==> src/rtl/hamming_pkg.sv <==
// Shared Hamming(7,4) definitions: codeword bit map, syndrome and encode helpers.
// Intended to be used by both the decoder and the future encoder.
package hamming_pkg;

  localparam int unsigned CODE_W = 7;
  localparam int unsigned DATA_W = 4;
  localparam logic [2:0] NO_ERR_POS = 3'd7;

  localparam int unsigned D3_IDX = 0;
  localparam int unsigned D2_IDX = 1;
  localparam int unsigned D1_IDX = 2;
  localparam int unsigned P4_IDX = 3;
  localparam int unsigned D0_IDX = 4;
  localparam int unsigned P2_IDX = 5;
  localparam int unsigned P1_IDX = 6;

  // Result is {S4,S2,S1}; a single error at bit i yields 7-i.
  function automatic logic [2:0] syndrome(input logic [CODE_W-1:0] code);
    logic s1, s2, s4;
    s1 = code[P1_IDX] ^ code[D3_IDX] ^ code[D1_IDX] ^ code[D0_IDX];
    s2 = code[P2_IDX] ^ code[D3_IDX] ^ code[D2_IDX] ^ code[D0_IDX];
    s4 = code[P4_IDX] ^ code[D3_IDX] ^ code[D2_IDX] ^ code[D1_IDX];
    return {s4, s2, s1};
  endfunction

  function automatic logic [CODE_W-1:0] encode(input logic [DATA_W-1:0] data);
    logic [CODE_W-1:0] c;
    c         = '0;
    c[D3_IDX] = data[3];
    c[D2_IDX] = data[2];
    c[D1_IDX] = data[1];
    c[D0_IDX] = data[0];
    c[P1_IDX] = c[D3_IDX] ^ c[D1_IDX] ^ c[D0_IDX];
    c[P2_IDX] = c[D3_IDX] ^ c[D2_IDX] ^ c[D0_IDX];
    c[P4_IDX] = c[D3_IDX] ^ c[D2_IDX] ^ c[D1_IDX];
    return c;
  endfunction

endpackage

==> src/rtl/hamming74_syndrome.sv <==
// Combinational Hamming(7,4) check: syndrome, single-bit correction and data extraction.
module hamming74_syndrome
  import hamming_pkg::*;
(
  input  logic [CODE_W-1:0] code,
  output logic [2:0]        syn,
  output logic [CODE_W-1:0] corrected,
  output logic [DATA_W-1:0] data
);

  logic [CODE_W-1:0] flip_mask;

  always_comb begin
    syn       = syndrome(code);
    flip_mask = '0;
    if (syn != '0) flip_mask = CODE_W'(1) << (3'd7 - syn);
    corrected = code ^ flip_mask;
    data      = {corrected[D3_IDX], corrected[D2_IDX], corrected[D1_IDX], corrected[D0_IDX]};
  end

endmodule

==> src/rtl/hamming74_decoder.sv <==
// Two-stage streaming Hamming(7,4) decoder with valid/ready on both sides
// and saturating clean/corrected word counters.
module hamming74_decoder
  import hamming_pkg::*;
#(
  parameter int unsigned CNT_W = 16
) (
  input  logic               clk,
  input  logic               rst_n,
  input  logic               in_valid,
  output logic               in_ready,
  input  logic [6:0]         in_code,
  output logic               out_valid,
  input  logic               out_ready,
  output logic [3:0]         out_data,
  output logic               out_corrected,
  output logic [2:0]         out_err_pos,
  input  logic               cnt_clr,
  output logic [CNT_W-1:0]   clean_cnt,
  output logic [CNT_W-1:0]   corr_cnt
);

  logic              s1_valid;
  logic [CODE_W-1:0] s1_code;
  logic [2:0]        s1_syn;
  logic              s2_can_accept;
  logic              out_fire;

  logic [2:0]        dec_syn;
  logic [CODE_W-1:0] dec_corrected;
  logic [DATA_W-1:0] dec_data;

  assign s2_can_accept = !out_valid || out_ready;
  assign in_ready      = !s1_valid || s2_can_accept;
  assign out_fire      = out_valid && out_ready;

  hamming74_syndrome u_syndrome (
    .code      (s1_code),
    .syn       (dec_syn),
    .corrected (dec_corrected),
    .data      (dec_data)
  );

  // Correction always lands on a zero-syndrome word, even for miscorrected doubles.
  always_comb begin
    if (s1_valid) begin
      assert (dec_syn == s1_syn && syndrome(dec_corrected) == 3'd0);
    end
  end

  always_ff @(posedge clk) begin
    if (in_valid && in_ready) begin
      s1_code <= in_code;
      s1_syn  <= syndrome(in_code);
    end
  end

  always_ff @(posedge clk) begin
    if (!rst_n) begin
      s1_valid      <= 1'b0;
      out_valid     <= 1'b0;
      out_data      <= '0;
      out_corrected <= 1'b0;
      out_err_pos   <= NO_ERR_POS;
    end else begin
      if (in_ready) s1_valid <= in_valid;
      if (s2_can_accept) out_valid <= s1_valid;
      if (s2_can_accept && s1_valid) begin
        out_data      <= dec_data;
        out_corrected <= (s1_syn != 3'd0);
        out_err_pos   <= (s1_syn != 3'd0) ? 3'd7 - s1_syn : NO_ERR_POS;
      end
    end
  end

  // Clear wins over an increment on the same edge.
  always_ff @(posedge clk) begin
    if (!rst_n || cnt_clr) begin
      clean_cnt <= '0;
      corr_cnt  <= '0;
    end else if (out_fire) begin
      if (!out_corrected) begin
        if (clean_cnt != '1) clean_cnt <= clean_cnt + 1'b1;
      end else begin
        if (corr_cnt != '1) corr_cnt <= corr_cnt + 1'b1;
      end
    end
  end

endmodule

==> config.mk <==
export PLATFORM = sky130hd
export DESIGN_NAME = hamming74_decoder
export DESIGN_NICKNAME = d
export VERILOG_FILES = /design/src/rtl/hamming_pkg.sv /design/src/rtl/hamming74_syndrome.sv /design/src/rtl/hamming74_decoder.sv
export SDC_FILE = /design/constraint.sdc
export NUM_CORES = 1
export LEC_CHECK = 0
export BUFFER_PORTS_ARGS = -buffer_cell sky130_fd_sc_hd__clkbuf_2
export CORE_MARGIN = 1.5
export CORE_UTILIZATION = 58
export DETAILED_ROUTE_END_ITERATION = 8
export PLACE_DENSITY = 0.9
export SKIP_LAST_GASP = 1
export SLEW_MARGIN = 25
export SYNTH_ARGS = -nofsm -noshare
export SYNTH_HDL_FRONTEND = slang
export SYNTH_SLANG_ARGS = --single-unit
export TNS_END_PERCENT = 30
==> constraint.sdc <==
create_clock -name clk -period 4.2 [get_ports clk]
set_clock_uncertainty 0.05 [all_clocks]
set_input_delay 0.84 -clock clk [delete_from_list [all_inputs] [get_ports clk]]
set_output_delay 0.84 -clock clk [all_outputs]
set_load 0.05 [all_outputs]
==> run metrics, run 1 <==
outcome completed; Post-CTS Hold Fix Bufs 0; FP Rows 23; DR vias 2359; gr usage total 0.236; routability congestion estimate 0.874; Rel. slew slack 0.358; Leak Pwr 0.00104 uW; delay-heaviest family, CP simple AND/OR/NAND/NOR gates; HP Start s1_syn[0]; CP arrival ~1.6 ns; final period utilization 0.587; reg-to-reg slack, setup around 2.2 ns; largest vdd supply drop 245 uV; clk slew on worst S/H paths 0.09 ns; kind of critical path in -> out; Setup crit end kind output port; Slew @ Worst Pin 0.962 ns; number of flops mapped to enable cells by yosys 10; number of vias per cell roughly 6.3; Tightest Hold Check Type reg -> reg; CP Cell Sequence clkbuf_2 -> nor2b_1 -> nand2_1 -> clkbuf_2; synth warn 0; Yosys reg bits 52; Hold Vio Cnt, Final 0; Inserted Clock Buffers 5; WP data required 3.31 ns; placed cell area 2830 um2; WHS Path Cells 1; antenna violations before repair 0; Netlist cell types 43; Critical R2R Launch clean_cnt[11]; WL/cell 15.2 um; FILL cells 317; number of global-route vias before repair 2145; RSZ-0062 raised after global routing false; post-layout min period between 2 and 2.5 ns; post-DP HPWL 4200 um; Die Ht 69.1 um; maximum clock path buffer count 2; CP Max Fanout 5; ant diodes 0; startpoint type of the worst setup path input port; fin. max-slew vios 0; Crit path largest cell delay about 0.27 ns; Reg area 1140 um2; clk_lat worst skew 0.30 ns; crit path buf inv count 2; Detail Route Antenna Nets 0; CP dominant cell by count clkbuf_2; commonest non-fill, non-tap cells in the layout 53 x clkbuf_2, 42 x dfxtp_1, 24 x nand2_1; Post-Syn Nets 285; Initial Utilization 0.620; final wirelength 5670 um; Port Buffers 53; first-pass GRT wire length roughly 9400 um; # H-tree levels 2; Nets 336; Finished Cell Area 2930 um2; Synth Cell Area ~2500 um2; post_cts resized 0; Overflow after GRT 0; setup TNS 0 ns; Mean Syn Cell Area 9.35 um2; core area ~4100 um2; Post-synth ARST share 0; commonest non-fill, non-tap cell in the layout clkbuf_2; total die area 4780 um2; pwr dens 319 nW/um2; layout cells sized above 1 0.204; DRT iter0 DRCs 147; Post-Synthesis Cells between 200 and 300; R2R Path End clean_cnt[6]; First-pass DRT Iterations 4; Primary FF master, synth dfxtp_1; Clock Tree Root clkbuf_8; register area share after synthesis 0.450; largest net degree at the start of global routing 26; r2r worst-path depth 4; clock sink total 52; Hold Path Sink out_err_pos[0]; CP max-delay cell nor2b_1; Finish-stage setup viols 0; die width 69.1 um; I/O pin cnt 54; setup bufs post-CTS 0; Max Freq 405 MHz; Multi-input gate area 1340 um2; P&R area growth vs syn 15.4%; Max Cap Viol 0; DRC errors left 0; CTS tree built
[logic make-up (layout without fill, tap and decap cells)]
group | count (synthesis) | after routing | synth area share
xor+xnor | 16 | 16 | 0.0666
mux | 6 | 6 | 0.0237
flops | 52 | 52 | 0.450
fa+ha+maj | 2 | 2 | 0.00987
buf+inv | 15 | 67 | 0.0227
compound gates | 72 | 72 | 0.180
simple gates | 108 | 108 | 0.247
[power breakdown]
group | internal, uW | total (uW) | switching, uW
registers | 526 | 537 | 11.7
logic | 37.7 | 107 | 69.6
clock network | 135 | 290 | 155
total | 698 | 935 | 237
[metal layers]
layer / up-vias / GRT usage / wire length, um
li1: 1147 / - / -
met4: 0 / 0.0719 / 79
met1: 1133 / 0.284 / 2400
met2: 71 / 0.421 / 2910
met5: - / 0 / 0
met3: 8 / 0.0468 / 276
[per-stage QoR]
stage                     total power [uW]  hold WS (ns)  cells  setup slack [ns]  utilization
after global routing                   970         0.473    373              1.61        0.716
after global placement                 650         0.426    365              1.77        0.693
after floorplan                        627         0.418    271              1.92            -
final                                  935         0.458    373              1.73        0.716
after CTS                              941         0.459    373              1.74        0.716
after detailed placement               656         0.441    365              1.74        0.693
[sequential cells by signal, summed over array words and instances (netlist names)]
name and flops:
out_err_pos 3, corr_cnt 16, out_corrected 1, s1_valid 1, s1_syn 3, clean_cnt 16
out_data 4, out_valid 1, s1_code 7
[area by class of cell]
class	instances	share of cell area
Clock buffer	7	0.0295
Sequential cell	52	0.390
Timing Repair Buffer	54	0.0932
Tap cell	50	0.0214
Clock inverter	1	0.00214
Inverter	5	0.00641
Multi-Input combinational cell	204	0.457
[cell usage after synthesis, drive strengths merged (7+ instances only)]
library cell | instances | share of area
edfxtp | 10 | 0.12
xnor2 | 8 | 0.028
nand2 | 24 | 0.036
o31ai | 16 | 0.047
o21ai | 13 | 0.026
nand4 | 10 | 0.025
a21oi | 22 | 0.043
or4 | 17 | 0.050
nand3 | 10 | 0.020
clkbuf | 8 | 0.012
dfxtp | 42 | 0.33
nand2b | 7 | 0.017
[worst max path at each step]
stage | start | end | slack (ns) | cells past startpoint
after floorplan | out_ready | in_ready | 1.92 | 2
after global placement | rst_n | corr_cnt[4] | 1.77 | 4
after detailed placement | out_ready | in_ready | 1.74 | 4
after CTS | out_ready | in_ready | 1.74 | 4
after global routing | out_ready | in_ready | 1.61 | 4
final | out_ready | in_ready | 1.73 | 4
[worst reg2reg max path, cell delays in order, from the launching register on]
cell and delay (ns):
dfxtp_1 0.45, nand4_1 0.25, nor4_1 0.82, or4_1 0.23
a21oi_1 0.08
Note: power is estimated with default switching activity, not from simulation.
==> inputs of run 2 (changes only) <==
- ABC_AREA: default -> 1
- CORE_UTILIZATION: 58 -> 55
- PLACE_DENSITY: 0.9 -> 0.85
- clock period: 4.2 -> 2.3 ns (I/O delays scaled with it)
==> run 2 against run 1 <==
Worst setup slack worse by 1.4 ns. Synthesized cell count up 43%. Global-route usage down 0.82 points. Combinational power up 93%. Die area up 18%. Critical path depth up 5. Core utilization down 6.2 points. Cell count up 38%. First-iteration DRC count down 28%. Clock-buffer cell count down 1. Register-to-register slack worse by 1.8 ns. Non-clock buffer count up 3. Largest cell class unchanged.
==> run metrics, run 2 <==
NetSw 456 uW; Regs by FF count clean_cnt x16, corr_cnt x16, s1_code x7; Hold Vio Cnt, Final 0; outcome completed; maximum clock path buffer count 2; commonest cells in the netlist 94 x nand2_1, 42 x dfxtp_1, 41 x inv_1; Post-CTS Hold Fix Bufs 0; Yosys reg bits 52; First-pass DRT Iterations 4; FILL cells 464; CP Max Fanout 19; Synth Area in Adders 0.00872; post-DP HPWL 4630 um; WP data required 2.49 ns; metal3 WL 273 um; final wirelength 6010 um; Comb power frac 0.108; startpoint type of the worst setup path flip-flop; ant diodes 0; CP dominant cell by count nand3_1; setup bufs post-CTS 0; DR vias ~2.6k; clk_lat worst skew approximately 0.30 ns; reg-to-reg slack, setup 0.33 ns; number of global-route vias before repair ~2.4k; Met1 Wirelength 2810 um; commonest non-fill, non-tap cell in the layout nand2_1; total die area 5660 um2; Port Buffers 53; Clk network pwr share 0.380; post-synthesis compound-gate area fraction 0.0959; Synth Cell Area 2870 um2; Leak Pwr 0.00130 uW; Finish-stage setup viols 0; mux contribution to synthesized area 0; Post-synth ARST share 0; Primary FF master, synth dfxtp_1; Slew @ Worst Pin 0.381 ns; clk slew on worst S/H paths 0.09 ns; Detail Route Antenna Nets 0; clock sink total 52; post-layout min period 1.97 ns; CTS tree built; Max Freq 508 MHz; Sequential Power Share 0.511; post_cts resized 0; CP max-delay cell dfxtp_1; largest net degree at the start of global routing 20; Crit path largest cell delay 0.41 ns; antenna violations before repair 0; Finished Cell Area approximately 3300 um2; register area share after synthesis 0.398; placed cell area 3190 um2; Initial Utilization 0.565; FP Rows 26; met2 WL 2840 um; setup TNS 0 ns; core area 5070 um2; Overflow after GRT 0; Tightest Hold Check Type in -> reg; CP Cell Sequence ha_1 -> nand3_1 -> nor3_4 -> nand3_2 -> nand2_4 -> inv_2 -> nand3_1 -> nand2_1 -> a21oi_2; gr usage total 0.227; P&R area growth vs syn 15.7%; routability congestion estimate 0.866; fin. max-slew vios 0; first-pass GRT wire length 10100 um; number of vias per cell 5.11; die width roughly 75 um; most common cell in the synthesized netlist nand2_1; Setup crit end kind flip-flop; Reg area approximately 1100 um2; WL/cell 11.7 um; leading area contributor after synthesis dfxtp_1; DRT iter0 DRCs 106; pwr dens between 500 and 600 nW/um2; Multi-input gate area 1490 um2; Inserted Clock Buffers 5; Nets 457; kind of critical path reg -> reg; largest vdd supply drop 381 uV; synth warn 0; layout cells sized above 1 0.234; Top Metal Used met4; commonest non-fill, non-tap cells in the layout 94 x nand2_1, 53 x clkbuf_2, 42 x dfxtp_1; Sw Ratio 0.239; CP arrival 2.16 ns; Max Cap Viol 0; number of flops mapped to enable cells by yosys 10; Clock Tree Root clkbuf_8; Synth area leaders dfxtp_1 29%, nand2_1 12%, edfxtp_1 10%; Post-Synthesis Cells 387; Pint 1460 uW; Synth Area in XOR/XNOR 0.0641; Post-Syn Nets 401; simple-gate share of the synthesized area 0.352; DRC errors left 0; Netlist cell types 35; RSZ-0062 raised after global routing false; final period utilization 0.856; Synth top area share 0.293; # H-tree levels 2; Die Ht 75.2 um; Rel. slew slack 0.745; I/O pin cnt 54; main combinational cell family by area after synthesis simple AND/OR/NAND/NOR gates; Mean Syn Cell Area 7.41 um2
[run 2: cell count changes after synthesis, moves of 11 or more]
cell,delta
inv_1,+36
nand2_1,+70
nor2_1,+19
nand2_2,+15
nor3_1,+11
o31ai_1,-16
nand3_1,+26
or4_1,-17
[run 2: kinds of logic after synthesis]
family                   after synthesis
AO/OA/AOI/OAI                         47
XOR/XNOR                              21
adder cells (fa/ha/maj)                2
buffers and inverters                 53
flip-flops                            52
AND/OR/NAND/NOR                      212
[run 2: stage by stage]
| stage | util | power, uW | instances | hold WS, ns | setup WS [ns] |
|---|---|---|---|---|---|
| 3_3_place_gp | 0.628 | 1200 | 506 | 0.404 | 0.484 |
| 3_5_place_dp | 0.628 | 1210 | 506 | 0.418 | 0.347 |
| 4_1_cts | 0.654 | 1930 | 514 | 0.308 | 0.308 |
| 5_1_grt | 0.654 | 1980 | 514 | 0.311 | 0.133 |
| 2_1_floorplan | - | 1150 | 387 | 0.394 | 0.247 |
| 6_report | 0.654 | 1910 | 514 | 0.315 | 0.330 |
[run 2: final cells by class]
class / instances / share of cell area
clock buffer: 6 / 0.0219
clock inverter: 2 / 0.0181
inverter: 45 / 0.0509
multi-input combinational: 282 / 0.450
sequential: 52 / 0.344
tap: 70 / 0.0264
timing repair buffer: 57 / 0.0890
[run 2: path summary, 6_finish.rpt]
kind	start	end	depth (start not counted)
worst max-delay path	clean_cnt[0]	clean_cnt[7]	9
worst min register to register	out_data[1]	out_data[1]	2
worst max register to register	clean_cnt[0]	clean_cnt[7]	9
worst min-delay path	in_code[5]	s1_code[5]	1
[run 2: power by group through the flow]
| stage | clock (uW) | sequential [uW] | combinational [uW] |
|---|---|---|---|
| after global placement | 0 | 998 | 201 |
| final | 727 | 978 | 207 |
| after detailed placement | 0 | 1000 | 207 |
| after CTS | 741 | 979 | 207 |
| after global routing | 767 | 982 | 230 |
| after floorplan | 0 | 1040 | 116 |
[run 2: worst max-delay path: cells and delay by family, from the launching register on]
family	cells	cell delay (ns)
adder cells (fa/ha/maj)	1	0.28
flip-flops	1	0.41
AND/OR/NAND/NOR	6	0.88
AO/OA/AOI/OAI	1	0.11
buffers and inverters	1	0.19
[run 2: layer usage]
layer,GRT usage,vias up
met5,0,-
met4,0.0734,0
met3,0.0428,6
met2,0.390,67
met1,0.290,1184
li1,-,1371
==> inputs of run 3 (changes only) <==
- ABC_AREA: 1 -> default
- CORE_UTILIZATION: 55 -> 54
==> run 3 against run 2 <==
The flow now finishes with violations (DRC). Worst setup slack better by 0.027 ns. First-iteration DRC count up 37%. Maximum frequency up 1.4%. Core utilization up 0.89 points. Combinational power down 4%. Routed wire length down 6.4%. Power down 12%. Clock-buffer cell count up 1. Critical path depth down 5. Via count down 12%. Sequential share of layout area up 4.4 points. Global-route usage down 0.18 points.
==> run metrics, run 3 (same netlist as run 1, synthesis figures left out) <==
P&R area growth vs syn 16.2%; FP Rows 24; delay-heaviest family, CP XOR/XNOR gates; clk_lat worst skew 0.30 ns; outcome complete, but fails checks; Max Cap Viol 0; CP Cell Sequence xnor3_1 -> xor2_1 -> or3b_1 -> a31oi_1; RSZ-0062 raised after global routing false; DR vias approximately 2.3k; post-layout min period 1.94 ns; Nets 340; setup bufs post-CTS 0; maximum clock path buffer count 2; Max Freq 515 MHz; crit path buf inv count 0; WL/cell 14.8 um; Sw Ratio 0.259; Post-CTS Hold Fix Bufs 0; commonest non-fill, non-tap cells in the layout 53 x clkbuf_2, 42 x dfxtp_1, 24 x nand2_1; Comb power frac 0.118; commonest non-fill, non-tap cell in the layout clkbuf_2; Pint 1240 uW; clk slew on worst S/H paths 0.09 ns; I/O pin cnt 54; gr usage total 0.226; First-pass DRT Iterations 6; number of vias per cell 6.12; Die Ht 71.5 um; clock sink total 52; CTS tree built; routability congestion estimate 0.846; largest net degree at the start of global routing 22; Crit path largest cell delay 0.47 ns; Overflow after GRT 0; final wirelength 5620 um; pwr dens between 500 and 600 nW/um2; total die area around 5100 um2; Inserted Clock Buffers 5; Finished Core Util 0.663; failing checks DRC; Finish-stage setup viols 0; fin. max-slew vios 0; CP max-delay cell edfxtp_1; core area 4440 um2; WP data required between 2 and 2.5 ns; Initial Utilization 0.570; DRT iter0 DRCs between 100 and 150; Leak Pwr 0.00106 uW; total power ~1700 uW; Clock Tree Root clkbuf_8; Clk network pwr share 0.299; layout cells sized above 1 0.208; number of global-route vias before repair 2057; Detail Route Antenna Nets 0; CP Max Fanout 6; FILL cells 364; Setup crit end kind flip-flop; DRC errors left 5; kind of critical path reg -> reg; # H-tree levels 2; Slew @ Worst Pin 0.513 ns; first-pass GRT wire length 9360 um; Port Buffers 53; Regs by FF count clean_cnt x16, corr_cnt x16, s1_code x7; post_cts resized 0; startpoint type of the worst setup path flip-flop; Tightest Hold Check Type in -> reg; CP arrival 2.13 ns; setup TNS 0 ns; Rel. slew slack 0.657; largest vdd supply drop 413 uV; ant diodes 0; antenna violations before repair 0; final period utilization 0.845; NetSw 435 uW; post-DP HPWL 4100 um; die width a little over 70 um; Hold Vio Cnt, Final 0; Sequential Power Share 0.583
## run 3: per-stage QoR
step,hold WS (ns),setup slack [ns],cells,instance area [um2]
finish,0.308,0.357,379,2950
global route,0.304,0.269,379,2950
CTS,0.307,0.347,379,2950
detailed placement,0.436,0.312,371,2860
global placement,0.418,0.379,371,2860
floorplan,0.418,0.235,271,2530
## run 3: power groups by stage
stage | registers, uW | logic (uW) | clock network, uW
after global routing | 983 | 212 | 545
final | 980 | 198 | 503
after floorplan | 1040 | 107 | 0
after detailed placement | 1000 | 197 | 0
after CTS | 979 | 198 | 504
after global placement | 999 | 191 | 0
## run 3: final timing paths
kind	startpoint	end	slack [ns]	depth (start not counted)
worst max register to register	s1_code[0]	out_data[1]	0.36	4
worst min-delay path	in_code[6]	s1_code[6]	0.31	1
worst max-delay path	s1_code[0]	out_data[1]	0.36	4
worst min register to register	out_err_pos[2]	out_err_pos[2]	0.45	2
## run 3: layer usage
layer | GRT usage | wire length, um | share of wire | vias to the layer above
met5 | 0 | 0 | 0 | -
met4 | 0.0671 | 72 | 0.013 | 0
met3 | 0.0436 | 268 | 0.048 | 6
met2 | 0.369 | 2720 | 0.48 | 72
met1 | 0.307 | 2560 | 0.46 | 1087
li1 | - | - | - | 1155
## run 3: area by class of cell
type                       count  area [um2]  area share
tap                           52        65.1      0.0221
inverter                       5        18.8     0.00637
clock buffer                   7        76.3      0.0259
clock inverter                 1        5.00     0.00170
sequential                    52        1140       0.387
timing repair buffer          58         303       0.103
multi-input combinational    204        1340       0.454
